### src/rtl/rtp_collect_pkg.sv
// rtp_collect_pkg
//   Shared types and widths for the multi-channel RTP result collector.
//   Run-state enum, counter widths and the default-width result record.
//   Optional macro RTP_CYCLE_STAMP_EN adds a cycle stamp field to the record.
package rtp_collect_pkg;

   typedef enum logic [1:0] {
      IDLE,
      RUN,
      DRAIN,
      DONE
   } state_e;

   localparam int unsigned HIT_W    = 32;
   localparam int unsigned CNT_W    = 64;
   localparam int unsigned RCNT_W   = 32;
   localparam int unsigned DEF_ID_W = 32;

   // Result record at the default id width; the collector builds the same
   // layout locally with its own ID_W.
   typedef struct packed {
      logic [HIT_W-1:0]    hitT;
      logic [DEF_ID_W-1:0] ray_id;
`ifdef RTP_CYCLE_STAMP_EN
      logic [CNT_W-1:0]    stamp;
`endif
   } rtp_result_t;

endpackage

### src/rtl/rtp_ch_fifo.sv
// rtp_ch_fifo
//   One-channel synchronous FIFO, DEPTH entries (power of 2, >= 2).
//   Ports: clock, reset (sync active-low), push/push_data, pop,
//          full, empty, head (current oldest entry, valid when !empty).
//   Pointers carry one extra wrap bit: equal pointers = empty, equal index
//   with differing wrap bit = full. Push while full and pop while empty are
//   ignored; a full FIFO refuses a push even if it is popped that cycle.
module rtp_ch_fifo #(
   parameter int unsigned W     = 64,
   parameter int unsigned DEPTH = 8
) (
   input  logic         clock,
   input  logic         reset,
   input  logic         push,
   input  logic [W-1:0] push_data,
   input  logic         pop,
   output logic         full,
   output logic         empty,
   output logic [W-1:0] head
);

   localparam int unsigned AW = (DEPTH > 1) ? $clog2(DEPTH) : 1;

   logic [AW:0]  wr_q, wr_d;
   logic [AW:0]  rd_q, rd_d;
   logic [W-1:0] mem_q [DEPTH];
   logic         do_push;
   logic         do_pop;

   always_comb begin
      empty   = (wr_q == rd_q);
      full    = (wr_q[AW] != rd_q[AW]) && (wr_q[AW-1:0] == rd_q[AW-1:0]);
      do_push = push && !full;
      do_pop  = pop && !empty;
      wr_d    = wr_q + (AW+1)'(do_push);
      rd_d    = rd_q + (AW+1)'(do_pop);
      head    = mem_q[rd_q[AW-1:0]];
   end

   always_ff @(posedge clock) begin
      if (!reset) begin
         wr_q <= '0;
         rd_q <= '0;
      end else begin
         wr_q <= wr_d;
         rd_q <= rd_d;
      end
      if (do_push) begin
         mem_q[wr_q[AW-1:0]] <= push_data;
      end
   end

endmodule

### src/rtl/rtp_result_collector.sv
// rtp_result_collector
//   Collects hit results from N_CH ray-triangle pipelines through per-channel
//   FIFOs and merges them round-robin onto one registered valid/ready stream.
//   Tracks run cycle count and delivered result count; done once every
//   channel has finished and all results are drained.
//   Ports: clock, reset (sync active-low), start, ch_valid/ch_ready/ch_hitT/
//          ch_ray_id/ch_finish (per channel), out_valid/out_ready/out_hitT/
//          out_ray_id/out_ch (merged stream), busy, done, total_cycle,
//          ray_count.
//   Optional macro RTP_CYCLE_STAMP_EN: adds out_stamp, the total_cycle value
//   captured when the beat was pushed into its FIFO.
module rtp_result_collector
   import rtp_collect_pkg::*;
#(
   parameter int unsigned N_CH  = 4,
   parameter int unsigned ID_W  = 32,
   parameter int unsigned DEPTH = 8,
   localparam int unsigned CH_W = (N_CH > 1) ? $clog2(N_CH) : 1
) (
   input  logic                   clock,
   input  logic                   reset,
   input  logic                   start,
   input  logic [N_CH-1:0]        ch_valid,
   output logic [N_CH-1:0]        ch_ready,
   input  logic [N_CH*HIT_W-1:0]  ch_hitT,
   input  logic [N_CH*ID_W-1:0]   ch_ray_id,
   input  logic [N_CH-1:0]        ch_finish,
   output logic                   out_valid,
   input  logic                   out_ready,
   output logic [HIT_W-1:0]       out_hitT,
   output logic [ID_W-1:0]        out_ray_id,
   output logic [CH_W-1:0]        out_ch,
`ifdef RTP_CYCLE_STAMP_EN
   output logic [CNT_W-1:0]       out_stamp,
`endif
   output logic                   busy,
   output logic                   done,
   output logic [CNT_W-1:0]       total_cycle,
   output logic [RCNT_W-1:0]      ray_count
);

   typedef struct packed {
      logic [HIT_W-1:0] hitT;
      logic [ID_W-1:0]  ray_id;
`ifdef RTP_CYCLE_STAMP_EN
      logic [CNT_W-1:0] stamp;
`endif
   } entry_t;

   localparam int unsigned EW = $bits(entry_t);

   state_e                     state_q, state_d;
   logic [CNT_W-1:0]           total_cycle_q, total_cycle_d;
   logic [RCNT_W-1:0]          ray_count_q, ray_count_d;
   logic [N_CH-1:0]            fin_q, fin_d;
   logic [CH_W-1:0]            rr_q, rr_d;
   logic                       out_valid_q, out_valid_d;
   logic [HIT_W-1:0]           out_hitT_q, out_hitT_d;
   logic [ID_W-1:0]            out_ray_id_q, out_ray_id_d;
   logic [CH_W-1:0]            out_ch_q, out_ch_d;
`ifdef RTP_CYCLE_STAMP_EN
   logic [CNT_W-1:0]           out_stamp_q, out_stamp_d;
`endif

   logic [N_CH-1:0]            full, empty, push, pop;
   logic [N_CH-1:0][EW-1:0]    head_bits;
   logic                       found;
   logic [CH_W-1:0]            grant;
   logic                       load;
   entry_t                     hd;

   assign busy     = (state_q == RUN) || (state_q == DRAIN);
   assign done     = (state_q == DONE);
   assign ch_ready = {N_CH{busy}} & ~full;
   assign push     = ch_valid & ch_ready;

   for (genvar i = 0; i < N_CH; i++) begin : g_ch
      entry_t pe;
      always_comb begin
         pe        = '0;
         pe.hitT   = ch_hitT[HIT_W*i +: HIT_W];
         pe.ray_id = ch_ray_id[ID_W*i +: ID_W];
`ifdef RTP_CYCLE_STAMP_EN
         pe.stamp  = total_cycle_q;
`endif
      end

      rtp_ch_fifo #(
         .W     (EW),
         .DEPTH (DEPTH)
      ) u_fifo (
         .clock     (clock),
         .reset     (reset),
         .push      (push[i]),
         .push_data (pe),
         .pop       (pop[i]),
         .full      (full[i]),
         .empty     (empty[i]),
         .head      (head_bits[i])
      );
   end

   // First non-empty FIFO at or after the round-robin pointer.
   always_comb begin
      found = 1'b0;
      grant = '0;
      for (int unsigned k = 0; k < N_CH; k++) begin
         int unsigned c;
         c = (32'(rr_q) + k) % N_CH;
         if (!found && !empty[CH_W'(c)]) begin
            found = 1'b1;
            grant = CH_W'(c);
         end
      end
   end

   always_comb begin
      state_d       = state_q;
      total_cycle_d = total_cycle_q;
      ray_count_d   = ray_count_q;
      fin_d         = fin_q;
      rr_d          = rr_q;
      out_valid_d   = out_valid_q;
      out_hitT_d    = out_hitT_q;
      out_ray_id_d  = out_ray_id_q;
      out_ch_d      = out_ch_q;
`ifdef RTP_CYCLE_STAMP_EN
      out_stamp_d   = out_stamp_q;
`endif
      pop           = '0;
      hd            = '0;
      load          = !out_valid_q || out_ready;

      if (out_valid_q && out_ready) begin
         ray_count_d = ray_count_q + 1'b1;
      end

      if (load) begin
         out_valid_d = found;
         if (found) begin
            hd           = entry_t'(head_bits[grant]);
            pop[grant]   = 1'b1;
            out_hitT_d   = hd.hitT;
            out_ray_id_d = hd.ray_id;
            out_ch_d     = grant;
`ifdef RTP_CYCLE_STAMP_EN
            out_stamp_d  = hd.stamp;
`endif
            rr_d         = (grant == CH_W'(N_CH-1)) ? '0 : grant + 1'b1;
         end
      end

      case (state_q)
         IDLE, DONE: begin
            if (start) begin
               state_d       = RUN;
               total_cycle_d = '0;
               ray_count_d   = '0;
               fin_d         = '0;
            end
         end
         RUN: begin
            total_cycle_d = total_cycle_q + 1'b1;
            fin_d         = fin_q | ch_finish;
            if (&fin_q) begin
               state_d = DRAIN;
            end
         end
         DRAIN: begin
            total_cycle_d = total_cycle_q + 1'b1;
            // A beat pushed this cycle is still in flight, so it blocks DONE.
            if ((&empty) && !(|push) && load) begin
               state_d = DONE;
            end
         end
         default: state_d = IDLE;
      endcase
   end

   always_ff @(posedge clock) begin
      if (!reset) begin
         state_q       <= IDLE;
         total_cycle_q <= '0;
         ray_count_q   <= '0;
         fin_q         <= '0;
         rr_q          <= '0;
         out_valid_q   <= 1'b0;
         out_hitT_q    <= '0;
         out_ray_id_q  <= '0;
         out_ch_q      <= '0;
`ifdef RTP_CYCLE_STAMP_EN
         out_stamp_q   <= '0;
`endif
      end else begin
         state_q       <= state_d;
         total_cycle_q <= total_cycle_d;
         ray_count_q   <= ray_count_d;
         fin_q         <= fin_d;
         rr_q          <= rr_d;
         out_valid_q   <= out_valid_d;
         out_hitT_q    <= out_hitT_d;
         out_ray_id_q  <= out_ray_id_d;
         out_ch_q      <= out_ch_d;
`ifdef RTP_CYCLE_STAMP_EN
         out_stamp_q   <= out_stamp_d;
`endif
      end
   end

   assign out_valid   = out_valid_q;
   assign out_hitT    = out_hitT_q;
   assign out_ray_id  = out_ray_id_q;
   assign out_ch      = out_ch_q;
`ifdef RTP_CYCLE_STAMP_EN
   assign out_stamp   = out_stamp_q;
`endif
   assign total_cycle = total_cycle_q;
   assign ray_count   = ray_count_q;

endmodule

### config.mk
export PLATFORM = sky130hd
export DESIGN_NAME = rtp_result_collector
export DESIGN_NICKNAME = d
export VERILOG_FILES = /design/src/rtl/rtp_collect_pkg.sv /design/src/rtl/rtp_ch_fifo.sv /design/src/rtl/rtp_result_collector.sv
export SDC_FILE = /design/constraint.sdc
export NUM_CORES = 2
export LEC_CHECK = 0
export ABC_AREA = 0
export BUFFER_PORTS_ARGS = -buffer_cell sky130_fd_sc_hd__buf_2
export CAP_MARGIN = 5
export CORE_UTILIZATION = 47
export CTS_CLUSTER_DIAMETER = 40
export DETAILED_ROUTE_END_ITERATION = 16
export PLACE_DENSITY = 0.72
export SETUP_SLACK_MARGIN = 0.2
export SKIP_CTS_REPAIR_TIMING = 1
export SLEW_MARGIN = 40
export SYNTH_ARGS = -nofsm -noshare
export SYNTH_HDL_FRONTEND = slang
export SYNTH_HIERARCHICAL = 1
export SYNTH_SLANG_ARGS = --single-unit
export TNS_END_PERCENT = 100
### constraint.sdc
create_clock -name clock -period 21.8 [get_ports clock]
set_clock_uncertainty 0.15 [all_clocks]
set_input_delay 1.09 -clock clock [delete_from_list [all_inputs] [get_ports clock]]
set_output_delay 1.09 -clock clock [all_outputs]
set_load 0.01 [all_outputs]
**After elaboration in Yosys (flattened, before gate mapping)**

Memories as Yosys holds them, arrays and structs flattened. A register that Yosys moved wholly into a read port is not among the register bits.
Cells that the tools add are included.

- Bits in registers: 203
- Latch bits: 0
- RAM bits: 2048
- ROM bits: 0
- Input port bits: 268
- Output and inout bits: 169
- Word-level logic and storage cells: 156
- Memories kept: 4

Memories:

| memory | depth | width | rd ports | clocked after Yosys merged registers in | write ports | line | text |
|---|---|---|---|---|---|---|---|
| g_ch[0].u_fifo.mem_q | 8 | 64 | 1 | 1 | 1 | rtp_ch_fifo.sv:26 | `logic [W-1:0] mem_q [DEPTH];` |
| g_ch[1].u_fifo.mem_q | 8 | 64 | 1 | 1 | 1 | rtp_ch_fifo.sv:26 |  |
| g_ch[2].u_fifo.mem_q | 8 | 64 | 1 | 1 | 1 | rtp_ch_fifo.sv:26 |  |
| g_ch[3].u_fifo.mem_q | 8 | 64 | 1 | 1 | 1 | rtp_ch_fifo.sv:26 |  |

- $add $sub $neg: 14
- Multiply operators: 0
- Divide/modulo/power cells: 0
- $lt $le $gt $ge: 6
- Eq/ne operators: 19
- Shift-type cells: 0
- Muxes and demuxes: 46
- Bitwise gates (word level): 4
- Reduce and logical (&&, ||, !) cells: 46

Operators with widths:

| cell | count |
|---|---|
| binary-select mux 64 bit (select 2 bit) | 1 |
| two-way mux 64 bit | 2 |
| case mux 64 bit (2 select lines) | 1 |
| two-way mux 32 bit | 3 |
| adder 64 x 1 -> 64 bit, second input constant | 1 |
| adder 32 x 1 -> 32 bit, second input constant | 1 |
| adder 4 x 1 -> 4 bit | 8 |
| logical AND 1 bit | 19 |
| two-way mux 1 bit | 17 |
| == test 4 bit | 4 |
| two-way mux 2 bit | 8 |
| logical NOT 1 bit | 15 |
| less-than comparator 2 x 3 -> 1 bit, second input constant | 5 |
| == test 3 bit | 4 |
| two-way mux 3 bit | 4 |
| two-way mux 4 bit | 3 |
| AND 4 bit | 2 |
| binary-select mux 1 bit (select 2 bit) | 4 |
| case mux 4 bit (2 select lines) | 1 |
| AND reduction 4 bit | 2 |
| == test 2 bit, second input constant | 3 |
| case mux 2 bit (3 select lines) | 1 |
| adder 2 x 1 -> 2 bit, second input constant | 2 |
| adder 2 bit, second input constant | 2 |
| other kinds (15) | 22 |

**Longest topological paths before layout**

- Depth after elaboration: 21
- Gate-level depth with buffers: 18
- Mapped depth without buffers: 14

**Hierarchy**

The synthesis kept the hierarchy.

Modules (own cells, without submodules):

| module | instances | cells each | area each (um^2) | seq. area each (um^2) |
|---|---|---|---|---|
| rtp_ch_fifo (g_ch[0].u_fifo ...) | 2 | 792 | 19697.6 | 15534.9 |
| rtp_ch_fifo (g_ch[3].u_fifo) | 1 | 792 | 19899.1 | 15534.9 |
| rtp_ch_fifo (g_ch[1].u_fifo) | 1 | 792 | 19890.3 | 15534.9 |
| rtp_result_collector | 1 | 1016 | 9188.8 | 3423.3 |

**Worst setup path before layout**

Ideal clock, no wire load.

- Kind: register to register
- From: register state_q[0]
- To: memory g_ch[3].u_fifo.mem_q[5][0], enable pin
- Library setup time: 667 ps
- Arrival: 8219 ps
- Slack: 12764 ps
- Cell stages (with the launch flop): 9
- Period minus slack after synthesis: 9036 ps
- Path through: dfxtp_1 > inv_1 > ha_1 > buf_2 > buf_1 > nor2_1 > and2_1 > nand2_1 > nor4b_1

- Longest elaborated chain between the ends: 7
- Elaborated cells on any way between the ends: 8
- Those cells by class: eq/ne: 2; mux: 2; bitwise: 2; reduce/logical: 2

RTL lines:

| element | line | text |
|---|---|---|
| start: declaration | rtp_result_collector.sv:52 | `state_e state_q, state_d;` |
| start signal: assignment | rtp_result_collector.sv:195 | `state_q <= state_d;` |
| == test 2 x 1 -> 1 bit or == test 2 bit (tied branches) | rtp_result_collector.sv:72 | `assign busy = (state_q == RUN) \|\| (state_q == DRAIN);` |
| logical OR 1 bit (*) | rtp_result_collector.sv:72 |  |
| AND 4 bit (*) | rtp_result_collector.sv:74 | `assign ch_ready = {N_CH{busy}} & ~full;` |
| named net ch_ready[3] | rtp_result_collector.sv:24 | `output logic [N_CH-1:0] ch_ready,` |
| AND 4 bit (*) | rtp_result_collector.sv:75 | `assign push = ch_valid & ch_ready;` |
| named net push[3] | rtp_result_collector.sv:65 | `logic [N_CH-1:0] full, empty, push, pop;` |
| logical AND 1 bit (*) | rtp_ch_fifo.sv:33 | `do_push = push && !full;` |
| two-way mux 1 bit (*) | rtp_ch_fifo.sv:48 | `if (do_push) begin` |
| two-way mux 1 bit (implied by the code) (*) | rtp_ch_fifo.sv:49 | `mem_q[wr_q[AW-1:0]] <= push_data;` |
| end: declaration | rtp_ch_fifo.sv:26 |  |

The timed path passes the listed nets; every way through them passes the cells marked *.

**Worst setup path in the final report**

- From: register g_ch[1].u_fifo.rd_q[1]
- To: register g_ch[3].u_fifo.rd_q[2]

- Longest elaborated chain between the ends: 20
- Elaborated cells on any way between the ends: 34
- Those cells by class: add/sub: 1; order compare: 2; eq/ne: 1; mux: 20; reduce/logical: 10

RTL lines:

| element | line | text |
|---|---|---|
| start: declaration | rtp_ch_fifo.sv:25 | `logic [AW:0] rd_q, rd_d;` |
| start signal: assignment | rtp_ch_fifo.sv:46 | `rd_q <= rd_d;` |
| == test 4 bit (*) | rtp_ch_fifo.sv:31 | `empty = (wr_q == rd_q);` |
| named net empty[1] | rtp_result_collector.sv:65 |  |
| binary-select mux 1 bit (select 2 bit) | rtp_result_collector.sv:110 | `if (!found && !empty[CH_W'(c)]) begin` |
| two-way mux 1 bit (implied by the code) | rtp_result_collector.sv:110 |  |
| logical NOT 1 bit | rtp_result_collector.sv:110 |  |
| logical AND 1 bit | rtp_result_collector.sv:110 |  |
| two-way mux 1 bit | rtp_result_collector.sv:110 |  |
| logical NOT 1 bit | rtp_result_collector.sv:110 |  |
| [... 5 more ...] | - |  |
| named net grant[0] | rtp_result_collector.sv:68 | `logic [CH_W-1:0] grant;` |
| [... 1 more ...] | - |  |
| logical AND 1 bit (implied by the code) | rtp_result_collector.sv:142 | `pop[grant] = 1'b1;` |
| two-way mux 1 bit (implied by the code) | rtp_result_collector.sv:142 |  |
| demux 1 bit (select 2 bit) (*) | rtp_result_collector.sv:142 |  |
| two-way mux 4 bit (*) | rtp_result_collector.sv:140 | `if (found) begin` |
| two-way mux 4 bit (*) | rtp_result_collector.sv:138 | `if (load) begin` |
| named net pop[3] | rtp_result_collector.sv:65 |  |
| logical AND 1 bit (*) | rtp_ch_fifo.sv:34 | `do_pop = pop && !empty;` |
| adder 4 x 1 -> 4 bit (*) | rtp_ch_fifo.sv:36 | `rd_d = rd_q + (AW+1)'(do_pop);` |
| end signal: assignment | rtp_ch_fifo.sv:46 |  |
| end: declaration | rtp_ch_fifo.sv:25 |  |

The timed path passes the listed nets; every way through them passes the cells marked *. The select of a mux whose other input is x is not followed.
A chain may end at the register's enable or synchronous reset.

==> flow_summary_export.csv <==
group,metric,value,unit
clocking,clock_path_buffers,4,
logic_synthesis,synth-edff-count,2048,
pwr,pwr-share-clk,38.5,%
clocking,cts_root_buf,"clkbuf_16",
timing,timing.hold.ws,0.2999,ns
timing,period_share,21.70,%
logic_synthesis,ys_warn_count,6,
critical_path,path_cells,"xnor2_1, nand2_1, nor3_1, nand2b_1, or2_2, nand3_4, buf_6, inv_1, ha_1, and2_1, o31a_1, ha_1, ha_1, xor2_1, and2_1",
die,rows,158,
drt,drtPass1Iterations,6,
layout,final_cell_mix,"edfxtp_1 (2,048), buf_2 (435), mux4_2 (415), clkbuf_16 (308), mux2_2 (268)",
logic_synthesis,netlist_top_cells_area,"edfxtp_1 (70%), mux4_2 (11%), dfxtp_1 (4.6%)",
timing,worst_pin_slew,0.9325,ns
placed_design,io_buffer_count,436,
drt,routedWlPerCell,30.00,µm
pwr,swShare,28.42,%
logic_synthesis,synth.net_count,4478,
pwr,seq_power_share,42.1,%
die,dieArea,0.1898,mm²
layout,layout_commonest_cell,"edfxtp_1",
critical_path,crit_slowest_cell,"dfxtp_4",
logic_synthesis,synth_top_cell_area_share,69.59,%
critical_path,worstSetupStartpointType,"register",
clocking,cts-htree-levels,5,
clocking,cts_buffers,301,
logic_synthesis,synth_seq_cells,2251,
critical_path,critPathRequiredTime,22.44,ns
outcome,status,"finished, final reports clean",
timing,report.final.hold_viol_count,0,
pwr,p_sw,3471,µW
pwr,ir_drop,0.1361,mV
logic_synthesis,yosysTopAreaCell,"edfxtp_1",
logic_synthesis,syn_area_per_cell,21.12,µm²
pwr,total_leakage_power,0.03402,µW
layout,drive_above_1_share,34.93,%
grt,track_usage,23.47,%
drt,drt_wl_total,225.8,mm
layout,fillers,13660,
drt,ant_nets,0,
grt,first_global_vias,44290,
drt,vias_per_cell,5.993,
pwr,fin_total_pwr,12210,µW
critical_path,end_kind,"register",
timing,slew_headroom,36.06,%
placed_design,dp_slack,17.10,ns
die,ios,437,
drt,drtIter0Drc,4838,
grt,grt_overflow,0,
timing,fin_tns_setup,0,ns
placed_design,dp_hpwl,142.9,mm
timing,setup_violations,0,
grt,antenna_found_initial,127,
die,chipWidth,435.6,µm
grt,grt_pass1_wl,319.4,mm
critical_path,worstPathArrival,5.37,ns
timing,period_needed,4.730,ns
flow_run,maxCapViolations,0,
logic_synthesis,seq_area_frac_synth,74.19,%
placed_design,gp_congestion,0.8431,
die,start_util,47.51,%
critical_path,cpMostUsedCell,"ha_1",
pwr,power.density,118.4,mW/mm²
clocking,clock_latency,0.91,ns
critical_path,worst-setup-path-type,"register to register",
layout,area_delta_synth_final,16.75,%
logic_synthesis,synth_cells,4184,
pwr,intPower,8743,µW
clocking,cts_tree,"built",
logic_synthesis,synth_cell_types,64,
clocking,cts.sink_count,2251,
drt,drc,0,
logic_synthesis,async_flop_share,0,%
timing,max_clock_freq,0.2114,GHz
critical_path,crit_fanout,65,
drt,vias,45100,
clocking,clk_pin_slew_worst_paths,0.06,ns
die,die_h,435.6,µm
layout,nets,5088,
critical_path,worst_path_largest_cell_delay,0.74,ns
timing,rsz0062_at_grt,"false",
timing,drv_slew,0,
grt,grt_max_degree,88,
pwr,combPwrFrac,19.3,%
timing,finalWorstSetupSlack,17.07,ns
logic_synthesis,synthesis.area,0.08837,mm²
logic_synthesis,postSynth.topFlopCell,"edfxtp_1",
die,coreArea,0.1860,mm²
hold_path,worstHoldPathType,"input pin to register",
==> per-stage QoR <==
step,instances,util (%),cell area [µm²]
floorplan,4184,-,88370
global placement,6963,50.11,93210
detailed placement,6969,50.22,93410
CTS,7497,55.40,103100
global route,7520,55.45,103200
finish,7526,55.46,103200
==> sequential cells by signal, summed over array words and instances, names as in the netlist, 4 cells and up <==
register	cells
g_ch.u_fifo/wr_q	16
ray_count	32
out_hitT	32
total_cycle	64
g_ch.u_fifo/rd_q	16
g_ch.u_fifo/mem_q	2048
fin_q	4
out_ray_id	32
==> Yosys cell counts (all sizes together), types with 3 or more instances <==
library cell,number
nor3,14
nor2b,4
o211ai,10
xor2,42
edfxtp,2048
a221oi,27
mux2,268
and3b,5
o21a,8
nor3b,14
ha,26
mux2i,133
or2,8
o311ai,3
and3,21
nor4b,9
nand4,57
nand2b,16
and4,10
nand3b,3
inv,17
o21ai,37
xnor2,32
o31a,5
o31ai,10
clkbuf,85
or4,4
nand3,85
mux4,512
or3,12
o221ai,32
a221o,5
buf,135
o2111ai,7
nor4,18
nor2,79
a211oi,4
dfxtp,203
a21oi,33
o41ai,9
nand2,77
and2,49
==> final cells by class <==
| type | count | area, µm² | area share, % |
|---|---|---|---|
| sequential | 2251 | 65610 | 63.59 |
| multi-input combinational | 1695 | 21640 | 20.97 |
| clock buffer | 357 | 7971 | 7.726 |
| tap | 2480 | 3103 | 3.008 |
| timing repair buffer | 528 | 3053 | 2.959 |
| clock inverter | 171 | 1672 | 1.620 |
| antenna | 27 | 67.56 | 0.06549 |
| inverter | 17 | 63.81 | 0.06185 |
==> final timing paths <==
kind,from,endpoint,slack [ns],cells after the start
worst max-delay path,g_ch[1].u_fifo/rd_q[1]$_SDFF_PN0_,g_ch[3].u_fifo/rd_q[2]$_SDFF_PN0_,17.07,15
worst max register to register,g_ch[1].u_fifo/rd_q[1]$_SDFF_PN0_,g_ch[3].u_fifo/rd_q[2]$_SDFF_PN0_,17.07,15
worst min register to register,out_hitT[5]$_SDFFE_PN0P_,out_hitT[5]$_SDFFE_PN0P_,0.34,2
worst min-delay path,ch_ray_id[59],g_ch[1].u_fifo/mem_q[7][27]$_DFFE_PP_,0.30,1
==> power by group through the flow <==
stage / logic [µW] / registers [µW] / clock network (µW)
after floorplan: 1390 / 5200 / 0
after global placement: 2260 / 5230 / 0
after detailed placement: 2340 / 5230 / 0
after CTS: 2350 / 5150 / 4760
after global routing: 2430 / 5160 / 4930
final: 2360 / 5150 / 4710
==> logic make-up (layout without fill, tap and decap cells) <==
family	count (synthesis)	count (layout)	synth area share, %
fa+ha+maj	26	26	0.3681
xor+xnor	74	74	0.7334
other cells	0	27	0
compound gates	195	195	1.603
mux	913	913	18.38
buf+inv	238	1073	1.614
flops	2251	2251	74.19
simple gates	487	487	3.112
==> critical path: cells and delay by family, from the launching register on <==
kind | cells | cell delay (ns)
AND/OR/NAND/NOR | 7 | 1.68
buffers and inverters | 2 | 0.86
flip-flops | 1 | 0.74
adder cells (fa/ha/maj) | 3 | 0.67
XOR/XNOR | 2 | 0.38
AO/OA/AOI/OAI | 1 | 0.14
==> layer usage <==
metal	GRT usage [%]	vias to the layer above	share of wire, %
met4	12.52	38	5.5
met5	0	-	0.11
met1	29.93	23410	37
met2	38.20	2218	50
li1	-	18840	-
met3	4.486	598	7.9
(Power assumes the default switching activity.)
